===== src/rtl/res_to_bcd.sv =====
// rtl/res_to_bcd.sv - serial double-dabble converter from a divider result to packed BCD
// A Ready rising edge starts one conversion; the result holds until the next DONE.
module res_to_bcd #(
  parameter int WIDTH  = 12,
  parameter int DIGITS = 4
) (
  input  logic                  clk,
  input  logic                  reset,
  input  logic                  Ready,
  input  logic [WIDTH-1:0]      Res,
  output logic                  Busy,
  output logic                  Valid,
  output logic [4*DIGITS-1:0]   Bcd,
  output logic [DIGITS-1:0]     Blank,
  output logic                  Overrun
);

  localparam int CW = $clog2(WIDTH + 1);
  localparam logic [CW-1:0] LAST = CW'(WIDTH - 1);

  localparam logic [1:0] S_IDLE  = 2'd0;
  localparam logic [1:0] S_ADJ   = 2'd1;
  localparam logic [1:0] S_SHIFT = 2'd2;
  localparam logic [1:0] S_DONE  = 2'd3;

  logic [1:0]            state;
  logic                  Ready_q;
  logic [CW-1:0]         cnt;
  logic [WIDTH-1:0]      bin;
  logic [4*DIGITS-1:0]   scratch;
  logic [4*DIGITS-1:0]   adj;
  logic [DIGITS-1:0]     blank_nxt;
  logic                  zero_run;
  logic                  trig;

  assign trig = Ready & ~Ready_q;

  // Every digit that would overflow past 9 on the next doubling gets +3.
  always_comb begin
    adj = scratch;
    for (int i = 0; i < DIGITS; i++) begin
      if (scratch[4*i +: 4] >= 4'd5)
        adj[4*i +: 4] = scratch[4*i +: 4] + 4'd3;
    end
  end

  // A digit blanks only when it and every higher digit are zero; units never blank.
  always_comb begin
    blank_nxt = '0;
    zero_run  = 1'b1;
    for (int i = DIGITS - 1; i >= 1; i--) begin
      zero_run     = zero_run && (scratch[4*i +: 4] == 4'd0);
      blank_nxt[i] = zero_run;
    end
  end

  always_ff @(posedge clk) begin
    if (reset) begin
      state   <= S_IDLE;
      Ready_q <= 1'b1;
      Busy    <= 1'b0;
      Valid   <= 1'b0;
      Overrun <= 1'b0;
      Bcd     <= '0;
      Blank   <= {{(DIGITS-1){1'b1}}, 1'b0};
      cnt     <= '0;
      bin     <= '0;
      scratch <= '0;
    end else begin
      Ready_q <= Ready;
      Valid   <= 1'b0;
      Overrun <= trig && (state != S_IDLE);
      case (state)
        S_IDLE: begin
          if (trig) begin
            bin     <= Res;
            scratch <= '0;
            cnt     <= '0;
            Busy    <= 1'b1;
            state   <= S_ADJ;
          end
        end
        S_ADJ: begin
          scratch <= adj;
          state   <= S_SHIFT;
        end
        S_SHIFT: begin
          scratch <= {scratch[4*DIGITS-2:0], bin[WIDTH-1]};
          bin     <= bin << 1;
          cnt     <= cnt + 1'b1;
          state   <= (cnt < LAST) ? S_ADJ : S_DONE;
        end
        S_DONE: begin
          Bcd   <= scratch;
          Blank <= blank_nxt;
          Valid <= 1'b1;
          Busy  <= 1'b0;
          state <= S_IDLE;
        end
        default: begin
          Busy  <= 1'b0;
          state <= S_IDLE;
        end
      endcase
    end
  end

endmodule


===== config.mk =====
export PLATFORM = sky130hd
export DESIGN_NAME = res_to_bcd
export DESIGN_NICKNAME = d
export VERILOG_FILES = /design/src/rtl/res_to_bcd.sv
export SDC_FILE = /design/constraint.sdc
export NUM_CORES = 1
export LEC_CHECK = 0
export CORE_UTILIZATION = 25
export DETAILED_ROUTE_END_ITERATION = 12
export PLACE_DENSITY = 0.51
export SYNTH_ARGS = -nofsm -noshare
export SYNTH_HDL_FRONTEND = slang
export SYNTH_SLANG_ARGS = --single-unit

===== constraint.sdc =====
create_clock -name clk -period 3.8 [get_ports clk]
set_clock_uncertainty 0.2 [all_clocks]
set_input_delay 1.14 -clock clk [delete_from_list [all_inputs] [get_ports clk]]
set_output_delay 1.14 -clock clk [all_outputs]
set_load 0.05 [all_outputs]

==> After elaboration in Yosys (flattened, before gate mapping) <==
Index checks and enable logic that the tools add are counted.
{ "totals": {"register_bits": 57, "inputBits": 15, "ramBits": 0, "output_inout_bits": 23, "mem_count": 0, "latch_bits": 0, "mem_bits_ro": 0} }
{ "classes": {"n_reduce_logical": 17, "addsub": 5, "n_eq_ne": 8, "shifts": 0, "n_div": 0, "multipliers": 0, "mux": 16, "bitwise_logic": 2, "magnitude_cmp": 5} }
{ "ops": {"columns": ["op", "n"], "rows": [
  ["16-bit case mux with 3 select lines", 1],
  ["12-bit case mux with 2 select lines", 1],
  ["4-bit two-way mux", 5],
  ["4-bit by 2-bit adder with 4-bit output, second input constant", 4],
  ["4-bit by 3-bit greater-or-equal comparator with 1-bit output, second input constant", 4],
  ["16-bit two-way mux", 1],
  ["4-bit zero test", 3],
  ["12-bit two-way mux", 1],
  ["3-bit AND reduction", 4],
  ["2-bit != test, second input constant", 5],
  ["2-bit case mux with 4 select lines", 1],
  ["4-bit case mux with 2 select lines", 1],
  ["2-bit nonzero test", 3],
  ["4-bit by 1-bit adder with 4-bit output, second input constant", 1],
  ["2-bit equality test, second input constant", 2],
  ["4-bit less-than comparator, second input constant", 1],
  ["2-bit two-way mux", 2],
  ["2-bit AND reduction", 2],
  ["1-bit logical AND", 3],
  ["3-bit nonzero test", 1],
  ["2-bit by 1-bit equality test with 1-bit output, second input constant", 1],
  ["2-bit zero test", 1],
  ["1-bit two-way mux", 2],
  ["1-bit case mux with 2 select lines", 1],
  ["other kinds (2)", 2]
]} }

==> Logic depth before layout (Yosys ltp) <==
{ "logic_depth": {"word_depth": 4, "ltp_mapped": 8, "mapped_depth_nobuf": 6} }

==> Least setup slack after synthesis <==
No wires, ideal clock.
{ "synth_timing": {"kind": "input to register", "from": "input Ready", "to": "register scratch[11]", "setup_time_ns": 0.096, "path_stages": 4, "path_slack_ns": 1.692, "t_arrival_ns": 1.812, "required_ns": 3.504, "cell_sequence": "nand2b_4 > a21o_1 > buf_6 > o41ai_2"} }
{ "synth_via": {"elab_chain_cells": 3} }
{ "synth_rtl": {"columns": ["element", "line", "source"], "rows": [
  ["start: declaration", "9", "input logic Ready,"],
  ["1-bit AND", "36", "assign trig = Ready & ~Ready_q;"],
  ["2-bit != test (no source line)", null, null],
  ["3-bit AND reduction (no source line)", null, null],
  ["end signal: assignment", "84", "scratch <= adj;"],
  ["end signal: assignment", "88", "scratch <= {scratch[4*DIGITS-2:0], bin[WIDTH-1]};"],
  ["end: declaration", "30", "logic [4*DIGITS-1:0] scratch;"]
]} }
No other way between the ends.
A chain may end at the register's enable or synchronous reset.

==> Worst setup path after layout <==
{ "layout_timing": {"from": "register Busy", "to": "output Busy"} }
{ "layout_rtl": {"columns": ["element", "line", "source"], "rows": [
  ["start: declaration", "11", "output logic Busy,"],
  ["start signal: assignment", "61", "Busy <= 1'b0;"],
  ["start signal: assignment", "79", "Busy <= 1'b1;"],
  ["start signal: assignment", "97", "Busy <= 1'b0;"]
]} }
No word-level cell between the ends.

==> results.cfg <==
[routing]
antenna_left = 0
drt_iter0_markers = 131
num_vias = 2355
via_per_inst = 4.806
routed_wl_um = 6648
post_drt_wl_per_cell_um = 13.57
drc = 0
drt_pass1_iterations = 4

[final_layout]
nNetsFinal = 375
drive_gt1_frac = 0.08286
finalInstanceArea_um2 = 3578
n_antenna_cell = 0
final_cells = 490
multiInputGateArea_um2 = 1546
area_growth_syn_to_layout_pct = 24.02
filler_cell_count = 1175
layout.area.seq_um2 = 1141

[synthesis]
synthesis.area_um2 = 2885
synth.distinct_cells = 36
synth.largest_area_cell = dfxtp_1
synth-simple-area-share = 0.1505
synth_top_area_frac = 0.3955
ys_seq_elements = 57
synth_area_leaders = dfxtp_1 40%, mux2i_1 9.4%, ha_1 6.5%
synth-adder-area-share = 0.06505
synth_xor_area_frac = 0.01821
syn_inst = 318
syn_avg_cell_area_um2 = 9.073
yosys_warnings = 0
synth_fp_nets = 348
ys_top_cells_by_count = 57 x dfxtp_1, 38 x nor2_1, 28 x o21ai_0
muxShareOfSynthArea = 0.09367
synth_most_common_cell = dfxtp_1
synthArstFlopShare = 0
synth_edf_count = 0
synth_top_family_by_area = compound AO/OA/AOI/OAI gates
seq_area_frac_synth = 0.3955
synth_compound_area_frac = 0.2073
synth_flop_cell = dfxtp_1

[clock_network]
cts_sinks = 57
cts_htree_levels = 3
cts_buffer_depth = 2
cts_buffers = 9
clkTransAtPathRegs_ps = 50
tritoncts = built
cts_setup_buffers = 0
cts_resized = 0
clockRootBuffer = clkbuf_16
clk_latency_ps = 330
hold_buffers = 0

[timing]
rsz0062_at_grt = false
setup_viol = 0
slew_violations = 0
worst_slew_pin_slew_ps = 863.2
fmax_mhz = 353.3
totalNegativeSetupSlack_ps = 0
hold_violations = 0
fin_crit_ps = 2831
relSlewSlack = 0.4245
finalCritPeriodShare = 0.7449

[die]
die_y_um = 109.4
io_pins = 38
start_util = 0.2616
dieArea_um2 = 11970
rows = 38
die_w_um = 109.4
core_um2 = 11030

[critical_path]
critPathSlowestCell = clkdlybuf4s50_1
cp_data_arrival_time_ps = 1490
cp_top_family = buffers and inverters
worstPathRequired_ps = 2460
worstPathCellList = clkdlybuf4s50_1
crit_path_end_kind = output port
crit_fanout = 3
timing.rr.start = state[0]
path_buf_inv = 1
cpPeakStageDelay_ps = 810
setup.worst_path.start = Busy
worstSetupPathType = reg2out
cp-start-kind = flop

[global_routing]
grt_pass1_wl_um = 11180
use_met1 = 0.1697
grt_antenna_before_repair = 0
use_met2 = 0.1730
overflow = 0
grt_max_degree = 33
top_usage_layer = met2
grt.total_usage = 0.1231
grt_use_met3 = 0.02964
grt_pass1_vias = 2242

[hold_path]
hold_class = reg2reg
holdCritStartpoint = Blank[3]

[power_and_ir_drop]
vdd_drop_max_mv = 0.2231
p_total_mw = 1.796
power_density_nw_per_um2 = 501.9
leakagePower_nw = 1.228

[placement]
place_inst = 474
numPortBuffers = 36
dp_hpwl_um = 4387
gp_congestion = 0.7708
placed_area_um2 = 3303

[flow_run]
drv_cap = 0

[run_status]
outcome = completed
-- worst register-to-register path: cells and delay by family, from the launching register on --
| kind | cells | cell delay [ps] |
|---|---|---|
| simple gates | 1 | 90 |
| fa+ha+maj | 1 | 170 |
| flops | 1 | 350 |
| buf+inv | 2 | 370 |
| compound gates | 2 | 1010 |
-- final timing paths --
kind / slack, ps / cells past startpoint / endpoint
worst max-delay path: 970 / 1 / Busy
worst min-delay path: 280 / 1 / Blank[3]
worst max register to register: 1540 / 6 / bin[2]
worst min register to register: 280 / 1 / Blank[3]
-- layer usage --
layer / routed length [um] / part of all wire / vias up
met4: 149 / 0.022 / 0
met2: 2895 / 0.44 / 49
met3: 271 / 0.041 / 12
li1: - / - / 1200
met1: 3331 / 0.50 / 1094
met5: 0 / 0 / -
-- stage by stage --
step / hold slack, ps / worst slack, ps / util
after global routing: 306.3 / 922.5 / 0.3244
final: 275.5 / 969.3 / 0.3244
after global placement: 260.6 / 875.6 / 0.2995
after detailed placement: 264.0 / 800.5 / 0.2995
after floorplan: 265.2 / 1692 / -
after CTS: 285.1 / 950.3 / 0.3244
-- area by class of cell --
| class | count | area share |
|---|---|---|
| timing repair buffer | 40 | 0.1077 |
| tap | 140 | 0.04895 |
| inverter | 14 | 0.01538 |
| clock buffer | 13 | 0.07273 |
| clock inverter | 3 | 0.004196 |
| sequential | 57 | 0.3189 |
| multi-input combinational | 223 | 0.4322 |
-- cells in the final DEF (no fill, tap or decap), types with 4 or more instances in the layout --
| cell type | instances |
|---|---|
| clkdlybuf4s50_1 | 35 |
| a211oi_1 | 12 |
| mux2i_1 | 27 |
| dfxtp_1 | 57 |
| nor2_1 | 38 |
| nand2b_1 | 9 |
| a32oi_1 | 5 |
| o22ai_1 | 8 |
| nand3_1 | 4 |
| nand2_1 | 6 |
| a21oi_1 | 23 |
| nand3b_1 | 5 |
| xor2_1 | 6 |
| buf_4 | 4 |
| clkbuf_16 | 9 |
| ha_1 | 15 |
| o21ai_0 | 28 |
| a21o_1 | 6 |
| inv_1 | 13 |
| nand4_1 | 12 |
| o41ai_2 | 5 |
-- sequential cells by signal (all words and copies together), names as in the netlist --
register and cells:
Bcd 16, scratch 16, state 2, cnt 4, Busy 1, bin 12
Ready_q 1, Blank 3, Valid 1, Overrun 1
-- report_power, final --
| part | switching (mW) | total, mW | internal (mW) |
|---|---|---|---|
| sequential | 0.0222 | 0.650 | 0.628 |
| combinational | 0.279 | 0.405 | 0.127 |
| clock | 0.268 | 0.740 | 0.472 |
| total | 0.569 | 1.80 | 1.23 |
-- logic make-up (layout without fill, tap and decap cells) --
family / Yosys count / after routing
mux: 27 / 27
buf+inv: 38 / 70
xor+xnor: 6 / 6
compound gates: 91 / 91
simple gates: 83 / 83
flops: 57 / 57
other cells: 1 / 1
fa+ha+maj: 15 / 15
No activity file was read; power rests on OpenSTA's default activity.
